## src/rtl/input_debounce_8_pkg.sv

```systemverilog
// Shared definitions for the input_debounce_8 request-line conditioner:
// FSM state encodings, default debounce length and the multi-hot test.
package input_debounce_8_pkg;

    localparam int WIDTH               = 8;
    localparam int DEBOUNCE_CYCLES_DEF = 4;

    typedef logic [1:0] state_t;

    localparam state_t S_IDLE   = 2'd0;
    localparam state_t S_SETTLE = 2'd1;
    localparam state_t S_STABLE = 2'd2;

    // More than one bit set: clearing the lowest set bit leaves something behind.
    function automatic logic is_multi_hot(input logic [WIDTH-1:0] v);
        return (v & (v - WIDTH'(1))) != '0;
    endfunction

endpackage

```

## src/rtl/input_debounce_8_sync_2ff.sv

```systemverilog
// WIDTH-bit two-flop synchroniser for asynchronous request lines.
// The output lags the input by two rising clock edges.
module sync_2ff #(
    parameter int WIDTH = 8
) (
    input  logic             clk,
    input  logic             rst,
    input  logic [WIDTH-1:0] din,
    output logic [WIDTH-1:0] dout
);

    logic [WIDTH-1:0] meta;

    // NOTE: non-blocking assignments make both stages sample on the same edge,
    // so din really takes two edges to reach dout.
    always_ff @(posedge clk or posedge rst) begin
        if (rst) begin
            meta <= '0;
            dout <= '0;
        end else begin
            meta <= din;
            dout <= meta;
        end
    end

endmodule

```

## src/rtl/input_debounce_8.sv

```systemverilog
// Synchronises and debounces 8 request lines as one vector for the 8-to-3
// encoder; optional one-hot rejection is built when ONEHOT_CHECK_EN is defined.
module input_debounce_8
    import input_debounce_8_pkg::*;
#(
    parameter int DEBOUNCE_CYCLES = DEBOUNCE_CYCLES_DEF,
    parameter int CNT_W           = 3
) (
    input  logic             clk,
    input  logic             rst,
    input  logic [WIDTH-1:0] raw_in,
    output logic [WIDTH-1:0] d,
    output logic             en,
    output logic             change,
    output logic             multi_err
);

    localparam logic [CNT_W-1:0] CNT_LAST = CNT_W'(DEBOUNCE_CYCLES - 1);

    logic [WIDTH-1:0] sync;
    logic [WIDTH-1:0] cand;
    logic [WIDTH-1:0] stable_ref;
    logic [CNT_W-1:0] cnt;
    state_t           state;
    logic             terminal;
    logic             reject;

    sync_2ff #(.WIDTH(WIDTH)) u_sync (
        .clk  (clk),
        .rst  (rst),
        .din  (raw_in),
        .dout (sync)
    );

    // A bounce on the terminal-count cycle must restart the count, not publish.
    assign terminal = (state == S_SETTLE) && (sync == cand) && (cnt == CNT_LAST);

`ifdef ONEHOT_CHECK_EN
    // A rejected value never reaches d, so STABLE must watch cand instead.
    assign stable_ref = cand;
    assign reject     = is_multi_hot(cand);

    always_ff @(posedge clk or posedge rst) begin
        if (rst) begin
            multi_err <= 1'b0;
        end else if (terminal) begin
            multi_err <= reject;
        end
    end
`else
    assign stable_ref = d;
    assign reject     = 1'b0;
    assign multi_err  = 1'b0;
`endif

    always_ff @(posedge clk or posedge rst) begin
        if (rst) begin
            state  <= S_IDLE;
            cand   <= '0;
            cnt    <= '0;
            d      <= '0;
            en     <= 1'b1;
            change <= 1'b0;
        end else begin
            // NOTE: a default assignment ahead of the case keeps change a
            // single-cycle pulse without repeating the clear in every branch.
            change <= 1'b0;
            case (state)
                S_IDLE: begin
                    cand  <= sync;
                    cnt   <= '0;
                    state <= S_SETTLE;
                end
                S_SETTLE: begin
                    if (sync != cand) begin
                        cand <= sync;
                        cnt  <= '0;
                    end else if (terminal) begin
                        state <= S_STABLE;
                        if (!reject) begin
                            d      <= cand;
                            en     <= 1'b0;
                            change <= (cand != d);
                        end
                    end else begin
                        cnt <= cnt + 1'b1;
                    end
                end
                S_STABLE: begin
                    if (sync != stable_ref) begin
                        cand  <= sync;
                        cnt   <= '0;
                        en    <= 1'b1;
                        state <= S_SETTLE;
                    end
                end
                default: begin
                    state <= S_IDLE;
                end
            endcase
        end
    end

endmodule
```

## config.mk

```make
export PLATFORM = sky130hd
export DESIGN_NAME = input_debounce_8
export DESIGN_NICKNAME = d
export VERILOG_FILES = /design/src/rtl/input_debounce_8_pkg.sv /design/src/rtl/input_debounce_8_sync_2ff.sv /design/src/rtl/input_debounce_8.sv
export SDC_FILE = /design/constraint.sdc
export NUM_CORES = 1
export LEC_CHECK = 0
export BUFFER_PORTS_ARGS = -buffer_cell sky130_fd_sc_hd__buf_2
export CORE_MARGIN = 8
export CORE_UTILIZATION = 23
export CTS_CLUSTER_DIAMETER = 200
export DETAILED_ROUTE_END_ITERATION = 12
export GPL_ROUTABILITY_DRIVEN = 1
export GPL_TIMING_DRIVEN = 0
export PLACE_DENSITY_LB_ADDON = 0.1
export REMOVE_ABC_BUFFERS = 1
export SYNTH_ARGS = -nofsm -noshare
export SYNTH_HDL_FRONTEND = slang
export SYNTH_SLANG_ARGS = --single-unit
```

## constraint.sdc

```tcl
create_clock -name clk -period 2.06 [get_ports clk]
set_clock_uncertainty 0.1 [all_clocks]
set_input_delay 0.412 -clock clk [delete_from_list [all_inputs] [get_ports clk]]
set_output_delay 0.412 -clock clk [all_outputs]
set_load 0.01 [all_outputs]
```

Yosys cells after proc, flatten, opt, wreduce, memory -nomap -nowiden
Cells that the tools add are included.
{ "word_totals": {"ff_bits": 39, "latch_bits": 0, "ramBits": 0, "romBits": 0, "inputBits": 10, "output_inout_bits": 11, "wordCells": 50, "mem_count": 0} }
{ "op_classes": {"n_addsub": 1, "multipliers": 0, "div_mod_pow": 0, "magnitude_cmp": 0, "eq_ne": 12, "shifts": 0, "muxes": 18, "bitwise": 1, "n_reduce_logical": 10} }
{ "ops": {"columns": ["operator", "count"], "rows": [
  ["inequality test 8 bit", 3],
  ["case mux 8 bit (3 select lines)", 1],
  ["2-to-1 mux 8 bit", 2],
  ["AND reduction 3 bit", 4],
  ["2-to-1 mux 3 bit", 3],
  ["case mux 3 bit (3 select lines)", 1],
  ["== test 8 bit", 1],
  ["2-to-1 mux 1 bit", 6],
  ["2-to-1 mux 2 bit", 3],
  ["inequality test 2 bit (second input constant)", 3],
  ["case mux 2 bit (3 select lines)", 1],
  ["AND reduction 4 bit", 1],
  ["adder 3 x 1 -> 3 bit (second input constant)", 1],
  ["== test 3 x 2 -> 1 bit (second input constant)", 1],
  ["inequality test 3 x 2 -> 1 bit (second input constant)", 1],
  ["nonzero test 3 bit", 1],
  ["== test 2 x 1 -> 1 bit (second input constant)", 1],
  ["== test 2 bit (second input constant)", 1],
  ["logical AND 1 bit", 2],
  ["zero test 2 bit", 1],
  ["inequality test 2 x 1 -> 1 bit (second input constant)", 1],
  ["case mux 1 bit (2 select lines)", 1],
  ["nonzero test 2 bit", 1],
  ["inverter 1 bit", 1]
]} }

Depth between registers and ports, before layout
{ "depth": {"depth_word": 6, "depth_mapped": 5, "ltp_nobuf": 5} }

Cells and area by module
Synthesis repeated with hierarchy kept, for this count alone.
{ "unflattened": {"cells_unflattened": 116, "area_unflattened_um2": 1642.8} }
{ "modules_own_cells": {"columns": ["mod", "n_inst", "cells_per_inst", "area_per_inst_um2", "seq_area_each_um2"], "rows": [
  ["input_debounce_8", 1, 99, 1238.7, 576.8],
  ["sync_2ff", 1, 17, 404.1, 400.4]
]} }

Worst setup path before layout
No wires, ideal clock.
{ "synth_timing": {"path_kind": "reg2reg", "startpoint": "reg d[7]", "endpoint": "reg cand[0]", "setup_time_ps": 125, "arrival_ps": 1548, "required_time_ps": 1835, "slack_ps": 287, "stages_incl_launch_ff": 6, "n_path_buf": 0, "synth_period_minus_slack_ps": 1773, "cell_sequence": "dfrtp_1 -> xor2_1 -> nor4_1 -> nand3_1 -> nand3_2 -> mux2_2"} }
{ "synth_via": {"elab_chain_len": 3} }
{ "synth_rtl": {"columns": ["element", "line_no", "text"], "rows": [
  ["start, declared", "input_debounce_8.sv:12", "output logic [WIDTH-1:0] d,"],
  ["start signal, assigned", "input_debounce_8.sv:81", "d <= cand;"],
  ["inequality test 8 bit", "input_debounce_8.sv:90", "if (sync != stable_ref) begin"],
  ["inequality test 2 bit (no line)", null, null],
  ["AND reduction 3 bit (no line)", null, null],
  ["end signal, assigned", "input_debounce_8.sv:70", "cand <= sync;"],
  ["end signal, assigned", "input_debounce_8.sv:76", "cand <= sync;"],
  ["end signal, assigned", "input_debounce_8.sv:91", "cand <= sync;"],
  ["end, declared", "input_debounce_8.sv:21", "logic [WIDTH-1:0] cand;"]
]} }
Every way passes these cells.
A chain may end at the register's enable or synchronous reset.

Worst setup path in the final report
{ "layout_timing": {"startpoint": "reg cand[4]", "endpoint": "reg cand[7]"} }
{ "layout_via": {"elab_chain_len": 3} }
{ "layout_rtl": {"columns": ["element", "line_no", "text"], "rows": [
  ["inequality test 8 bit", "input_debounce_8.sv:75", "if (sync != cand) begin"],
  ["inequality test 2 x 1 -> 1 bit (no line)", null, null],
  ["AND reduction 3 bit (no line)", null, null]
]} }
Every way passes these cells.

==> results <==
- The flow ran to the end, and the final reports show no timing, DRC or antenna violations.
- Data on the critical path arrives at its endpoint at 1.97 ns.
- After layout, the minimum clock period comes to 1.90 ns.
- The count of mapped cells out of synthesis is 116.
- Once the floorplan was initialized, standard cells occupied 23.8% of the core.
- At the pin with the least slew margin, the transition time is 0.817 ns.
- The number of distinct library cells after synthesis is 24.
- The TritonCTS sink count is 39.
- During I/O placement, the number of pins put on the boundary was 21.
- The mean instance size in the synthesized netlist is 14.0 um^2.
- The worst path uses 92.3% of the clock period.
- The die covers 10,000 um^2.
- The average vias per placed instance is 3.87.
- The number of pins with negative max-slew slack in the final report is 0.
- After synthesis, flip-flops and latches occupy 60.1% of the total area.
- The number of buffers and inverters on the critical path is 0.
- The hold violation total from the final report is 0.
- The kind of start point of the critical path is a flop.
- After synthesis the cells add up to 1630 um^2.
- The stage delay of the slowest cell on the critical path is 0.42 ns.
- The power density over the cells is 704 nW/um^2.
- After clock tree synthesis, the clock-pin slew on the worst setup and hold paths is 0.08 ns.
- The number of antenna violations at the first check in global routing is 0.
- Detailed routing inserted a total of 936 vias.
- The floorplan die width is 100 um.
- The total CTS buffers is 5.
- The initial detailed-routing violation count is 93.
- The worst setup path is of the flop to flop kind.
- The signal on the critical path passes through xor2_1 -> nor4_1 -> nand3_1 -> nand3_4 -> mux2_2.
- The weighted congestion reported at the end of routability-driven placement is 0.720.
- At the placement stage, the worst setup path has a slack of -0.437 ns.
- The cell sitting at the root of the clock tree is a sky130_fd_sc_hd__clkbuf_8.
- The area added between synthesis and finish is 20.5%.
- The highest ir drop seen on vdd is 0.180 mV.
- The core area is 6830 um^2.
- The worst pin sits at a relative slew slack of 45.4%.
- The analysis attributes to cell leakage a power of 0.948 nW.
- The die is 100 um tall.
- The overflow left after global routing is 0.
- The clock insertion delay at the later pin of the skew report is 0.29 ns.
- The worst path required time is 2.13 ns.
- The number of synthesized register bits is 39.
- The cell family contributing the most delay on the critical path is simple AND/OR/NAND/NOR gates.
- Cells with a size suffix above 1 make up 34.9% of the layout.
- The floorplan has 30 rows.
- The number of warning messages in the yosys log is 0.
- The number of global-route vias before repair came to 1,048.
- The largest fanout on the critical path is 7.
- The first global-routing pass estimated 5410 um of wire.
- Once detailed placement completed, the half-perimeter wirelength came to 2190 um.
- The maximum root-to-sink buffer count is 2.
- The pin count of the biggest net entering global routing is 40.
- TritonCTS built the clock tree.
- The H-tree depth is 2.
- Global routing consumed, over all layers together, 7.04% of the routing resources.
- The post-route worst setup slack is 0.158 ns.
- The slowest stage of the critical path is the sky130_fd_sc_hd__dfrtp_1 cell.
- STA classifies the critical path endpoint as a flop.
- The number of diodes is 0.
- Buffers placed on the I/O ports in this run total 19.
- Wires add up to 3100 um.
- The DRC violation count after routing is 0.
- The first detailed-routing pass ran for 4 iterations.
- Setup violations remaining at the end of the flow were counted as 0.
- The net total in the final layout is 157.
- The min-delay analysis places its worst path in the category input pin to flop.
- For this run, the top clock speed supported by timing is 0.526 GHz.
- The count of non-filler cells in the finished layout is 242.
- The average wire per cell in the routed design is 12.8 um.
- The max-cap check violation count is 0.
- Once placement completed, the tool counted placed cells totaling 229.
- Setup repair after global routing left no endpoint under its margin.
- The count of nets left with antenna violations after detail routing is 0.
[synth_stat cells]
master,count,area (um^2)
sky130_fd_sc_hd__dfrtp_1,38,951
sky130_fd_sc_hd__xor2_1,15,131
sky130_fd_sc_hd__mux2_2,9,101
sky130_fd_sc_hd__xnor2_1,9,78.8
sky130_fd_sc_hd__mux2_4,8,120
sky130_fd_sc_hd__inv_1,4,15.0
sky130_fd_sc_hd__nor2_1,4,15.0
sky130_fd_sc_hd__nor3_1,4,20.0
sky130_fd_sc_hd__nand2_1,3,11.3
sky130_fd_sc_hd__nand3_1,3,15.0
sky130_fd_sc_hd__nand4_1,3,18.8
sky130_fd_sc_hd__nor4_1,3,18.8
sky130_fd_sc_hd__ha_1,2,25.0
sky130_fd_sc_hd__a21o_1,1,7.51
sky130_fd_sc_hd__a22o_1,1,8.76
sky130_fd_sc_hd__a32o_1,1,10.0
sky130_fd_sc_hd__and3_1,1,6.26
sky130_fd_sc_hd__buf_4,1,7.51
sky130_fd_sc_hd__buf_6,1,11.3
sky130_fd_sc_hd__conb_1,1,3.75
sky130_fd_sc_hd__dfstp_2,1,26.3
sky130_fd_sc_hd__nand2b_1,1,6.26
sky130_fd_sc_hd__nand3_2,1,10.0
sky130_fd_sc_hd__nor3b_1,1,7.51
[power by group]
part / total (mW) / switching [mW] / internal [mW] / leakage [nW]
clock network: 0.497 / 0.256 / 0.241 / 0.0395
logic: 0.0722 / 0.0400 / 0.0322 / 0.428
registers: 0.811 / 0.0216 / 0.790 / 0.480
total: 1.38 / 0.318 / 1.06 / 0.948
[metal layers]
metal | vias up | routed length [um] | track usage [%]
met2 | 18 | 1400 | 10.3
li1 | 452 | - | -
met5 | - | 0 | 0
met4 | 0 | 57 | 3.14
met3 | 5 | 154 | 2.77
met1 | 461 | 1490 | 8.86
[layout by cell type (no fill, tap or decap), drive strengths merged]
cell type  Yosys  layout
nand4          3       3
buf            2      24
clkbuf         0       8
xnor2          9       9
a22o           1       1
nor3           4       4
a32o           1       1
and3           1       1
dfrtp         38      38
conb           1       1
nand2          3       3
ha             2       2
inv            4       4
xor2          15      15
nor2           4       4
nor4           3       3
nand3          4       4
a21o           1       1
nor3b          1       1
dfstp          1       1
mux2          17      17
nand2b         1       1
[final timing paths]
path	from	endpoint	slack, ns	depth (start not counted)
worst min-delay path	raw_in[1]	u_sync.meta[1]	0.12	1
min in group asynchronous	rst	u_sync.meta[5]	0.18	2
worst min register to register	u_sync.meta[5]	u_sync.dout[5]	0.25	0
worst max register to register	cand[4]	cand[7]	0.16	5
max in group asynchronous	rst	cand[7]	1.17	2
worst max-delay path	cand[4]	cand[7]	0.16	5
[final cells by class]
| cell class | count | area, um^2 |
|---|---|---|
| Clock buffer | 8 | 80.1 |
| Sequential cell | 39 | 977 |
| Timing Repair Buffer | 24 | 133 |
| Multi-Input combinational cell | 71 | 634 |
| Tap cell | 96 | 120 |
| Inverter | 4 | 15.0 |
| Fill cell | 741 | 4870 |
[kinds of logic after synthesis]
kind of cell / after synthesis / synth area share (%)
xor gates and xnor gates: 24 / 12.9
adders and majority gates: 2 / 1.54
DFF: 39 / 60.1
muxes: 17 / 13.6
and+or+nand+nor: 24 / 7.92
AOI/OAI and AO/OA: 3 / 1.62
other: 1 / 0.231
buffers and inverters: 6 / 2.08
[timing repair]
action                     in CTS  in global routing
pin swaps                       2                  1
buffers inserted                5                  0
hold buffers                    0                  0
setup endpoints to repair      21                  9
gates resized for setup         1                  2
[flip-flops by register name, indices dropped and copies added (netlist names)]
signal	flops
u_sync.dout	8
state	2
change	1
cand	8
u_sync.meta	8
en	1
cnt	3
d	8
[stage by stage]
stage	hold slack, ns	power (mW)	utilization (%)	area [um^2]	setup TNS, ns
after global placement	0.234	0.899	26.7	1820	-5.63
after global routing	0.104	1.46	28.7	1960	0
after CTS	0.119	1.40	28.5	1950	0
final	0.122	1.38	28.7	1960	0
after detailed placement	0.235	0.901	26.7	1820	-5.05
after floorplan	0.231	0.874	-	1610	0
(Power assumes the default switching activity.)
